File: src/rtl/counter_updown_mod.sv
// Parametrised synchronous up/down counter with parallel load, cascade enables (enp/ent/rco)
// and a sticky wrap flag that has its own clear.
module counter_updown_mod #(
    parameter int unsigned WIDTH = 8,
    parameter int unsigned MAX   = 2**WIDTH - 1
) (
    input  logic             i_clk,
    input  logic             i_clr,
    input  logic             i_load,
    input  logic [WIDTH-1:0] i_d,
    input  logic             i_enp,
    input  logic             i_ent,
    input  logic             i_up,
    input  logic             i_ovf_clr,
    output logic [WIDTH-1:0] o_q,
    output logic             o_rco,
    output logic             o_ovf
);

    localparam logic [WIDTH-1:0] MaxVal = WIDTH'(MAX);

    logic [WIDTH-1:0] r_q;
    logic             r_ovf;
    logic             w_tc;
    logic             w_count;
    logic [WIDTH-1:0] w_q_step;

    // Up uses >= so a value loaded above MAX still wraps to 0 on the next up count.
    assign w_tc    = i_up ? (r_q >= MaxVal) : (r_q == '0);
    assign w_count = i_enp & i_ent;

    always_comb begin
        w_q_step = r_q;
        if (i_up) begin
            w_q_step = w_tc ? '0 : r_q + 1'b1;
        end else begin
            w_q_step = w_tc ? MaxVal : r_q - 1'b1;
        end
    end

    always_ff @(posedge i_clk) begin
        if (i_clr) begin
            r_q   <= '0;
            r_ovf <= 1'b0;
        end else begin
            if (i_load) begin
                r_q <= i_d;
            end else if (w_count) begin
                r_q <= w_q_step;
            end
            // A wrap beats a coincident flag clear.
            if (!i_load && w_count && w_tc) begin
                r_ovf <= 1'b1;
            end else if (i_ovf_clr) begin
                r_ovf <= 1'b0;
            end
        end
    end

    assign o_q   = r_q;
    assign o_rco = i_ent & w_tc;
    assign o_ovf = r_ovf;

endmodule

File: config.mk
export PLATFORM = sky130hd
export DESIGN_NAME = counter_updown_mod
export DESIGN_NICKNAME = d
export VERILOG_FILES = /design/src/rtl/counter_updown_mod.sv
export SDC_FILE = /design/constraint.sdc
export NUM_CORES = 1
export LEC_CHECK = 0
export CORE_MARGIN = 5
export CORE_UTILIZATION = 40
export DETAILED_ROUTE_END_ITERATION = 10
export GPL_TIMING_DRIVEN = 0
export PLACE_DENSITY = 0.69
export SYNTH_ARGS = -nofsm -noshare
export SYNTH_HDL_FRONTEND = slang
export SYNTH_SLANG_ARGS = --single-unit
File: constraint.sdc
create_clock -name i_clk -period 5.3 [get_ports i_clk]
set_clock_uncertainty 0.2 [all_clocks]
set_input_delay 1.325 -clock i_clk [delete_from_list [all_inputs] [get_ports i_clk]]
set_output_delay 1.325 -clock i_clk [all_outputs]
set_load 0.01 [all_outputs]
* After elaboration in Yosys (flattened, before gate mapping)
Cells that the tools add are included.
Word-level totals: output and inout port bits 10, word-level logic and storage cells 21, flip-flop bits (word level) 9
Operators by class: reduce and logical (&&, ||, !) cells 6, order comparisons 1, bitwise logic cells 2, muxes and demuxes 8, add/sub/neg operators 2
Operator list (number):
- two-way mux 8 bit | 5
- adder 8 x 1 -> 8 bit (second input constant) | 1
- >= comparator 8 bit (second input constant) | 1
- logical NOT 8 bit | 1
- subtractor 8 x 1 -> 8 bit (second input constant) | 1
- nonzero test 2 bit | 2
- two-way mux 1 bit | 3
- bitwise AND 1 bit | 2
- logical AND 1 bit | 2
- logical NOT 1 bit | 1

* Longest topological paths before layout
Gate-level depths: netlist of the first run.
depth in word-level cells 6, depth in mapped cells 7, depth with buffers taken out 6

* Worst setup path after synthesis of the first run
No wires, ideal clock.
path kind input-to-output, from input port i_up, to output port o_rco, data required time 3.775 ns, cell stages on the path 5, path buffers 2, data arrival time 2.411 ns, slack 1.364 ns, cell sequence buf_6 -> or4b_1 -> buf_2 -> a2bb2oi_2 -> and2b_2
On the way: word-level cells in the longest chain between the ends 2
RTL lines:
- start: declaration | RTL line 13 | input logic i_up,
- two-way mux 1 bit | RTL line 29 | assign w_tc = i_up ? (r_q >= MaxVal) : (r_q == '0);
- bitwise AND 1 bit | RTL line 61 | assign o_rco = i_ent & w_tc;
- end: declaration | RTL line 16 | output logic o_rco,
Every way passes these cells.

* Final worst setup path of the first run
Same ends and word-level chain as after synthesis.

==> flow_summary.yaml, run 1 <==
clock_tree:
  cts_buffers: 3
  clock_latency_ns: 0.26
  root_buffer: "clkbuf_4"
  cts_tree: "yes"
  clock-sinks: 9
  h-tree-depth: 1
  hold_buffers: 0
  clockBufferDepth: 2
  path_clk_slew_ns: 0.07
  post_cts_buffers: 0
  cts_resized: 0
timing:
  fin_crit_ns: 4.52
  drv_slew: 0
  fin_setup_tns_ns: 0
  finalHoldViolCount: 0
  fin_crit_sh_pct: 85.2
  rsz0062_at_grt: "no"
  slew-limit-headroom_pct: 75.5
  worstMarginPinSlew_ns: 0.367
  fin_ws_ns: 0.783
  finalSetupViolCount: 0
  fmax_mhz: 221
  worst_hold_slack_ns: 0.348
yosys:
  yosys.area.top_type: "dfxtp_1"
  synthAdderAreaFrac_pct: 4.29
  synth-async-reset-ratio_pct: 0
  synth_nets: 129
  synth.distinct_cells: 44
  yosysTopAreaCellShare_pct: 20.6
  synth-simple-area-share_pct: 24.0
  synth_mux_area_share_pct: 1.29
  ys_seq_elements: 9
  synth_top_family_by_area: "compound AO/OA/AOI/OAI gates"
  ys_seq_area_share_pct: 20.6
  synth-main-ff-cell: "dfxtp_1"
  synth_area_leaders: "dfxtp_1, ha_1, a21oi_1"
  synth_compound_area_share_pct: 34.5
  netlist_area_sq_um: 875
  synth.avg_cell_area_sq_um: 7.88
  synth-edff-count: 0
  ys.warnings.count: 0
  synth_cells: 111
  synth_xor_area_share_pct: 4.01
layout:
  n_antenna_cell: 0
  n_fill_cell: 215
  final_nets: 156
  utilization_pct: 53.8
  area_growth_pct: 32.2
  drive_gt1_share_pct: 11.7
grt:
  grt_pass1_wl_mm: 4.27
  grt_use_total_pct: 16.5
  antenna_found_initial: 0
  grt_pass1_vias: 985
  grt-ovfl-total: 0
  grt_max_degree: 11
floorplanning:
  num_rows: 17
  die_w_microns: 56.8
  pin_count: 25
  dieArea_sq_um: 3220
  core_region_area_sq_um: 2150
  die_y_microns: 56.8
  initial_utilization_pct: 40.7
placed_design:
  port_buffers: 22
  dp_slack_ns: 0.784
  dpl.hpwl_mm: 1.83
  gp_congestion: 0.916
min_path:
  worstHoldPathCells: 3
  holdCritPathClass: "reg -> reg"
  hold_path_startpoint: "o_ovf"
  hold_end: "o_ovf"
setup_path:
  critical-path-max-stage-delay_ns: 0.53
  cp_data_required_time_ns: 3.77
  rrSetupSlack_ns: 3.23
  r2r_start: "o_q[0]"
  crit_fanout: 10
  cp.arrival_ns: 2.99
  cp-start-kind: "primary input"
  worst_r2r_path_depth: 7
  rr_endpoint: "o_ovf"
  crit_chain: "buf_6 > or4b_1 > buf_2 > a2bb2oi_2 > and2b_2 > clkdlybuf4s50_1"
  cp_slowest_cell: "clkdlybuf4s50_1"
  crit_type: "in -> out"
  cp-end-kind: "output pin"
drt:
  vias_per_cell: 5.91
  drtIter0Drc: 18
  first_pass_iters: 4
  routed_wl_mm: 2.49
  detail_route.wl_per_cell_microns: 15.1
  drcViolationCount: 0
  ant_nets: 0
  num_vias: 975
run:
  drv_cap: 0
power_and_ir_drop:
  p_leak_nw: 0.426
  vdd_drop_max_mv: 0.108
  pwr_density_cell_nw_per_um2: 195
  total_power_uw: 226
status:
  status: "finished, final reports clean"
==> per-stage QoR <==
step	area (sq um)	std cells
2_1_floorplan	875	111
3_5_place_dp	1130	161
5_1_grt	1160	165
3_3_place_gp	1130	161
4_1_cts	1160	165
6_report	1160	165
==> worst max-delay path by stage <==
stage / from / end / slack (ns) / depth (start not counted)
after floorplan: i_up / o_rco / 1.36 / 5
after global placement: i_up / o_rco / 0.78 / 6
after detailed placement: i_up / o_rco / 0.78 / 6
after CTS: i_up / o_rco / 0.78 / 6
after global routing: i_up / o_rco / 0.72 / 6
final: i_up / o_rco / 0.78 / 6
==> per-layer routing <==
metal	GRT usage, %	wire length, microns	part of all wire (%)
met5	0	0	0
met4	9.60	30	1.2
met3	3.45	146	5.9
met2	25.6	1170	47
met1	20.9	1140	46
==> cell type report <==
cell class | instances | area (sq um) | share of cell area [%]
Buffer | 9 | 72.6 | 6.28
Clock buffer | 4 | 26.3 | 2.27
Inverter | 7 | 26.3 | 2.27
Multi-Input combinational cell | 86 | 596 | 51.5
Sequential cell | 9 | 180 | 15.6
Tap cell | 28 | 35.0 | 3.03
Timing Repair Buffer | 22 | 220 | 19.0
==> cell usage after synthesis (2+ instances only) <==
cell type,instances
nand2_1,4
xnor2_1,3
o31ai_1,2
o21ai_0,5
o22ai_1,3
o21a_1,2
nor2_1,6
a31oi_1,4
clkbuf_1,2
nand3_1,6
a211oi_1,2
nor3_1,2
inv_1,7
buf_2,2
buf_6,3
nand3b_1,2
a21oi_1,7
ha_1,3
a221oi_1,3
o211ai_1,4
a21o_1,3
or4_1,2
and4_2,2
and3_1,2
dfxtp_1,9
o221ai_1,3
==> logic make-up after synthesis <==
kind of cell | after synthesis
compound gates | 43
xor+xnor | 4
flops | 9
fa+ha+maj | 3
mux | 1
simple gates | 35
buf+inv | 16
==> critical path, delay by kind of cell <==
kind / cells / cell delay, ns
buffers and inverters: 3 / 0.82
AO/OA/AOI/OAI: 1 / 0.18
AND/OR/NAND/NOR: 2 / 0.67
==> flip-flops by register name (all words and copies together) (netlist names) <==
name   flops
o_q        8
o_ovf      1
==> placed cells by master (no fill, tap or decap), drive strengths merged, types with 2 or more instances in the layout <==
cell | synthesis | routed
clkdlybuf4s50 | 0 | 22
dfxtp | 9 | 9
inv | 7 | 7
a21oi | 7 | 7
clkbuf | 3 | 7
nand3 | 6 | 6
nor2 | 6 | 6
o21ai | 6 | 6
buf | 6 | 6
nand2 | 4 | 4
o211ai | 4 | 4
a31oi | 4 | 4
a21o | 3 | 3
o221ai | 3 | 3
xnor2 | 3 | 3
a221oi | 3 | 3
o22ai | 3 | 3
ha | 3 | 3
and4 | 3 | 3
or4 | 2 | 2
nand3b | 2 | 2
o31ai | 2 | 2
and3 | 2 | 2
nor3 | 2 | 2
a211oi | 2 | 2
o21a | 2 | 2
==> power breakdown <==
group          switching, mW  total, mW  internal [mW]
logic                 0.0425     0.0887         0.0462
registers            0.00734     0.0800         0.0727
clock network         0.0279     0.0571         0.0291
Note: power is estimated with default switching activity, not from simulation.
==> run 2, diff against run 1 <==
SKIP_LAST_GASP = 1   (was default)
==> results of run 2 <==
No change in the layout: final DEF, timing and power equal those of run 1.
==> run 3, diff against run 2 <==
CAP_MARGIN = 20   (was default)
SKIP_CTS_REPAIR_TIMING = 1   (was default)
==> results of run 3 <==
No change in the layout: final DEF, timing and power equal those of run 1.
==> edit 1 (settings of run 3) <==
The parameter `WIDTH` goes from 8 to 6.
--- a/src/rtl/counter_updown_mod.sv
+++ b/src/rtl/counter_updown_mod.sv
@@ -1,7 +1,7 @@
 // Parametrised synchronous up/down counter with parallel load, cascade enables (enp/ent/rco)
 // and a sticky wrap flag that has its own clear.
 module counter_updown_mod #(
-    parameter int unsigned WIDTH = 8,
+    parameter int unsigned WIDTH = 6,
     parameter int unsigned MAX   = 2**WIDTH - 1
 ) (
     input  logic             i_clk,
Interface: changed (resized i_d and o_q); port bits go from 25 to 21. The function was not compared with the original's and may differ.
==> edit 1 against run 3 <==
Highest routed layer unchanged. Hold slack got worse by 82 ps. Fmax shrank 5.3%. First-iteration DRC count up 11%. Critical path depth shrank 1. Register-to-register slack better by 70 ps. Routed wire length fell by 28%. Synthesized area fell by 28%. Count of clock-buffer cells in the layout stayed put. Setup slack lost 250 ps. Total power is 24% lower. Cell area fell by 25%. Sequential cell count shrank 2. Largest cell class unchanged.
==> edit 1: results (changes against run 3) <==
| Metric | Value |
|---|---|
| Synth area leaders | `dfxtp_1 (22%), ha_1 (6.0%), nand2_1 (5.4%)` |
| Largest register FFs | `6 (-2)` |
| Initial DRT Pass Iterations | `5 (+1)` |
| Number of global-route vias before repair | `681 (-31%)` |
| Via/cell ratio | `6.02 (+1.8%)` |
| Gr usage total | `0.152 (-0.0136)` |
| Leakage | `0.306 nW (-28%)` |
| Port Buffers | `19 (-14%)` |
| Max Cap Viol | `0 (unchanged)` |
| GP Congestion | `0.796 (-13%)` |
| Asr flop ratio synth | `0 (unchanged)` |
| Share of cells above drive strength 1 | `0.0556 (-0.0612)` |
| CTS clk-pin slew, worst paths | `60 ps` |
| Ant diodes | `0 (unchanged)` |
| Seq/Total Area, Yosys | `0.223 (+0.0167)` |
| Clock Latency Late Sink | `260 ps (about the same)` |
| First-pass GRT wire length | `2.96 mm (-31%)` |
| Final Net Count | `125 (-20%)` |
| Status | `finished clean` |
| Slew HR | `0.717 (-0.0378)` |
| Synth cell count leaders | `nand2_1 (9), nor2_1 (8), dfxtp_1 (7), a21oi_1 (5), clkbuf_1 (5)` |
| DR iter-0 viols | `20 (+2)` |
| Kind of cell adding the most delay to the critical path | `buffers and inverters` |
| Largest net degree at the start of global routing | `11 (unchanged)` |
| Post-DP HPWL | `1.35 mm (-26%)` |
| Setup TNS | `0 ps (unchanged)` |
| Crit path max fanout | `9 (-1)` |
| Net Count, Synth | `101 (-22%)` |
| Wire per inst | `14.5 um (-3.6%)` |
| Slowest CP cell | `clkdlybuf4s50_1` |
| WP data arrival | `3240 ps (+250 ps)` |
| VDD IR-drop max | `0.000109 V (+0.92%)` |
| CP peak stage delay | `530 ps (about the same)` |
| Total CTS buffers | `3 (unchanged)` |
| H-tree levels | `1 (unchanged)` |
| Worst hold path type | `flop to flop` |
| Main synth FF type | `dfxtp_1` |
| Yosys cell types | `38 (-14%)` |
| Initial antenna violation count | `0 (unchanged)` |
| Cell with the most instances after synthesis | `nand2_1` |
| CTS max path bufs | `2 (unchanged)` |
| YS warnings | `0 (unchanged)` |
| Clk root buf | `clkbuf_4` |
==> edit 1: stage by stage <==
stage	hold WS [ps]	cells	utilization	setup slack, ps	instance area [um^2]
after floorplan	283	85	-	1630	629
after global placement	260	120	0.557	548	840
after detailed placement	261	120	0.557	546	840
after CTS	270	124	0.575	536	866
after global routing	305	124	0.575	461	866
final	266	124	0.575	531	866
==> edit 1: final timing paths <==
check                      start             endpoint  slack (ps)  depth (start not counted)
max                         i_up                o_rco         530                          5
min           o_ovf$_SDFFE_PP0P_   o_ovf$_SDFFE_PP0P_         270                          2
min reg2reg   o_ovf$_SDFFE_PP0P_   o_ovf$_SDFFE_PP0P_         270                          2
max reg2reg  o_q[0]$_SDFFE_PP0P_  o_q[4]$_SDFFE_PP0P_        3300                          7
==> edit 1: layout make-up <==
cell class                 count  area (um^2)
clock buffer                   4         26.3
inverter                       3         11.3
sequential                     7          140
timing repair buffer          19          190
buffer                         6         23.8
fill                         152          641
multi-input combinational     69          454
tap                           16         20.0
==> edit 1: metal layers <==
layer  track usage  vias to the layer above  wire (um)
met2         0.214                       38        813
li1              -                      371          -
met4        0.0830                        0         22
met1         0.195                      333        785
met5             0                        -          0
met3        0.0572                        4        181
==> edit 1: kinds of logic (layout without fill, tap and decap cells) <==
family / Yosys count / in the layout / share of synthesized area
simple gates: 34 / 34 / 0.290
mux: 1 / 1 / 0.0159
fa+ha+maj: 3 / 3 / 0.0596
compound gates: 31 / 31 / 0.356
flops: 7 / 7 / 0.223
buf+inv: 9 / 32 / 0.0557
==> edit 1: where the power goes <==
group	switching, mW	internal, mW	total (mW)	leakage (nW)
combinational	0.0296	0.0288	0.0584	0.233
clock	0.0239	0.0290	0.0529	0.0150
sequential	0.00431	0.0563	0.0606	0.0579
==> edit 2 (flow settings as in run 3) <==
Made on the original files. Register the output `o_rco`; this adds one clock of latency there. The other outputs are not delayed to match.
--- a/src/rtl/counter_updown_mod.sv
+++ b/src/rtl/counter_updown_mod.sv
@@ -58,7 +58,9 @@
     end
 
     assign o_q   = r_q;
-    assign o_rco = i_ent & w_tc;
+    always_ff @(posedge i_clk) begin
+        o_rco <= i_ent & w_tc;
+    end
     assign o_ovf = r_ovf;
 
 endmodule
Check against the original RTL: not equivalent (a bounded check fails within 4 cycles, from zero or initial values).
==> edit 2 against run 3 <==
Sequential cell count increased by 1. Critical endpoint is now o_q[6]. Setup slack improved by 1600 ps. Highest routed layer unchanged. Routed wire length increased by 1.8%. Sequential power increased by 10%. Synthesized area increased by 2.3%. First-iteration DRC count increased by 78%. Die area increased by 1.9%. Total power increased by 12%. Cell area increased by 2.6%.
==> edit 2: results (changes against run 3) <==
| Metric | Value |
|---|---|
| Status | `finished clean` |
| Final Net Count | `157 (+0.64%)` |
| CP peak stage delay | `600 ps (+70 ps)` |
| Seq/Total Area, Yosys | `0.224 (+0.0178)` |
| R2R depth | `7 (unchanged)` |
| CTS max path bufs | `2 (unchanged)` |
| Filler cell count | `218 (+1.4%)` |
| Wire per inst | `15.3 um (+1.2%)` |
| Remaining global-route overflow | `0 (unchanged)` |
| VDD IR-drop max | `0.000136 V (+25%)` |
| Largest net degree at the start of global routing | `11 (unchanged)` |
| CTS clk-pin slew, worst paths | `80 ps` |
| Gr usage total | `0.154 (-0.0115)` |
| Synth area leaders | `dfxtp_1 (22%), ha_1 (4.2%), a21oi_1 (3.9%)` |
| Net Count, Synth | `130 (+0.78%)` |
| Largest register FFs | `8 (unchanged)` |
| Share of cells above drive strength 1 | `0.123 (+0.00640)` |
| GP Congestion | `0.859 (-6.2%)` |
| Clk root buf | `clkbuf_4` |
| Synth cell count leaders | `dfxtp_1 (10), a21oi_1 (7), inv_1 (7), nand3_1 (6), nor2_1 (6)` |
| Crit path max fanout | `9 (-1)` |
| Slew HR | `0.722 (-0.0333)` |
| DRC | `0 (unchanged)` |
| Ant diodes | `0 (unchanged)` |
| First-pass GRT wire length | `3.93 mm (-8.1%)` |
| Leakage | `0.440 nW (+3.3%)` |
| Setup TNS | `0 ps (unchanged)` |
| Port Buffers | `22 (unchanged)` |
| Slowest CP cell | `clkdlybuf4s50_1` |
| Post-DP HPWL | `1.84 mm (+0.31%)` |
| Kind of cell adding the most delay to the critical path | `buffers and inverters` |
| Clock Latency Late Sink | `290 ps (+30 ps)` |
| Number of global-route vias before repair | `861 (-13%)` |
| WP data arrival | `1380 ps (-1610 ps)` |
| YS warnings | `0 (unchanged)` |
| Yosys cell types | `44 (unchanged)` |
| DR iter-0 viols | `32 (+14)` |
| Total CTS buffers | `3 (unchanged)` |
| Via/cell ratio | `6.03 (+2.0%)` |
| Hold depth | `3 (unchanged)` |
| Sw Share | `0.336 (-0.00898)` |
| Initial antenna violation count | `0 (unchanged)` |
-- edit 2: changes by cell type in the layout (fill, tap and decap cells not counted) --
cell      before  now
clkbuf_1       3    2
dfxtp_1        9   10
clkbuf_8       1    2
-- edit 2: worst paths after layout --
| kind | from | endpoint | slack, ps |
|---|---|---|---|
| setup reg to reg | o_q[0]$_SDFFE_PP0P_ | o_ovf$_SDFFE_PP0P_ | 3240 |
| hold reg to reg | o_ovf$_SDFFE_PP0P_ | o_ovf$_SDFFE_PP0P_ | 350 |
| hold / removal | o_ovf$_SDFFE_PP0P_ | o_ovf$_SDFFE_PP0P_ | 350 |
| setup / recovery | o_q[6]$_SDFFE_PP0P_ | o_q[6] | 2390 |
-- edit 2: cell type report --
type / instances / area share
well taps: 28 / 0.0295
plain buffers: 9 / 0.0612
flip-flops and latches: 10 / 0.169
inverters: 7 / 0.0222
multi-input cells: 86 / 0.502
repair buffers: 22 / 0.186
clock buffers: 4 / 0.0306
-- edit 2: routing by layer --
layer / track usage / vias to the layer above / routed length, um
li1: - / 484 / -
met1: 0.188 / 464 / 1120
met2: 0.237 / 48 / 1140
met3: 0.0430 / 5 / 217
met4: 0.0960 / 0 / 47
met5: 0 / - / 0
-- edit 2: power groups by stage --
stage          clock network, mW  logic (mW)  registers, mW
3_5_place_dp                   0      0.0876         0.0899
5_1_grt                   0.0784      0.0967         0.0891
2_1_floorplan                  0      0.0536         0.0906
3_3_place_gp                   0      0.0870         0.0896
6_report                  0.0771      0.0884         0.0882
4_1_cts                   0.0765      0.0881         0.0881
-- edit 2: kinds of logic after synthesis --
logic type | after synthesis | share of synthesized area
flops | 10 | 0.224
mux | 1 | 0.0126
buf+inv | 16 | 0.110
xor+xnor | 4 | 0.0392
fa+ha+maj | 3 | 0.0420
simple gates | 35 | 0.235
compound gates | 43 | 0.337
-- edit 2: stage by stage --
| step | hold WS (ps) | total power [mW] | instance area (um^2) | setup slack, ps | cells |
|---|---|---|---|---|---|
| after detailed placement | 348 | 0.178 | 1150 | 2200 | 162 |
| after global routing | 381 | 0.264 | 1190 | 2360 | 166 |
| after floorplan | 363 | 0.144 | 895 | 2470 | 112 |
| after CTS | 358 | 0.253 | 1190 | 2410 | 166 |
| after global placement | 329 | 0.177 | 1150 | 2230 | 162 |
| final | 352 | 0.254 | 1190 | 2390 | 166 |
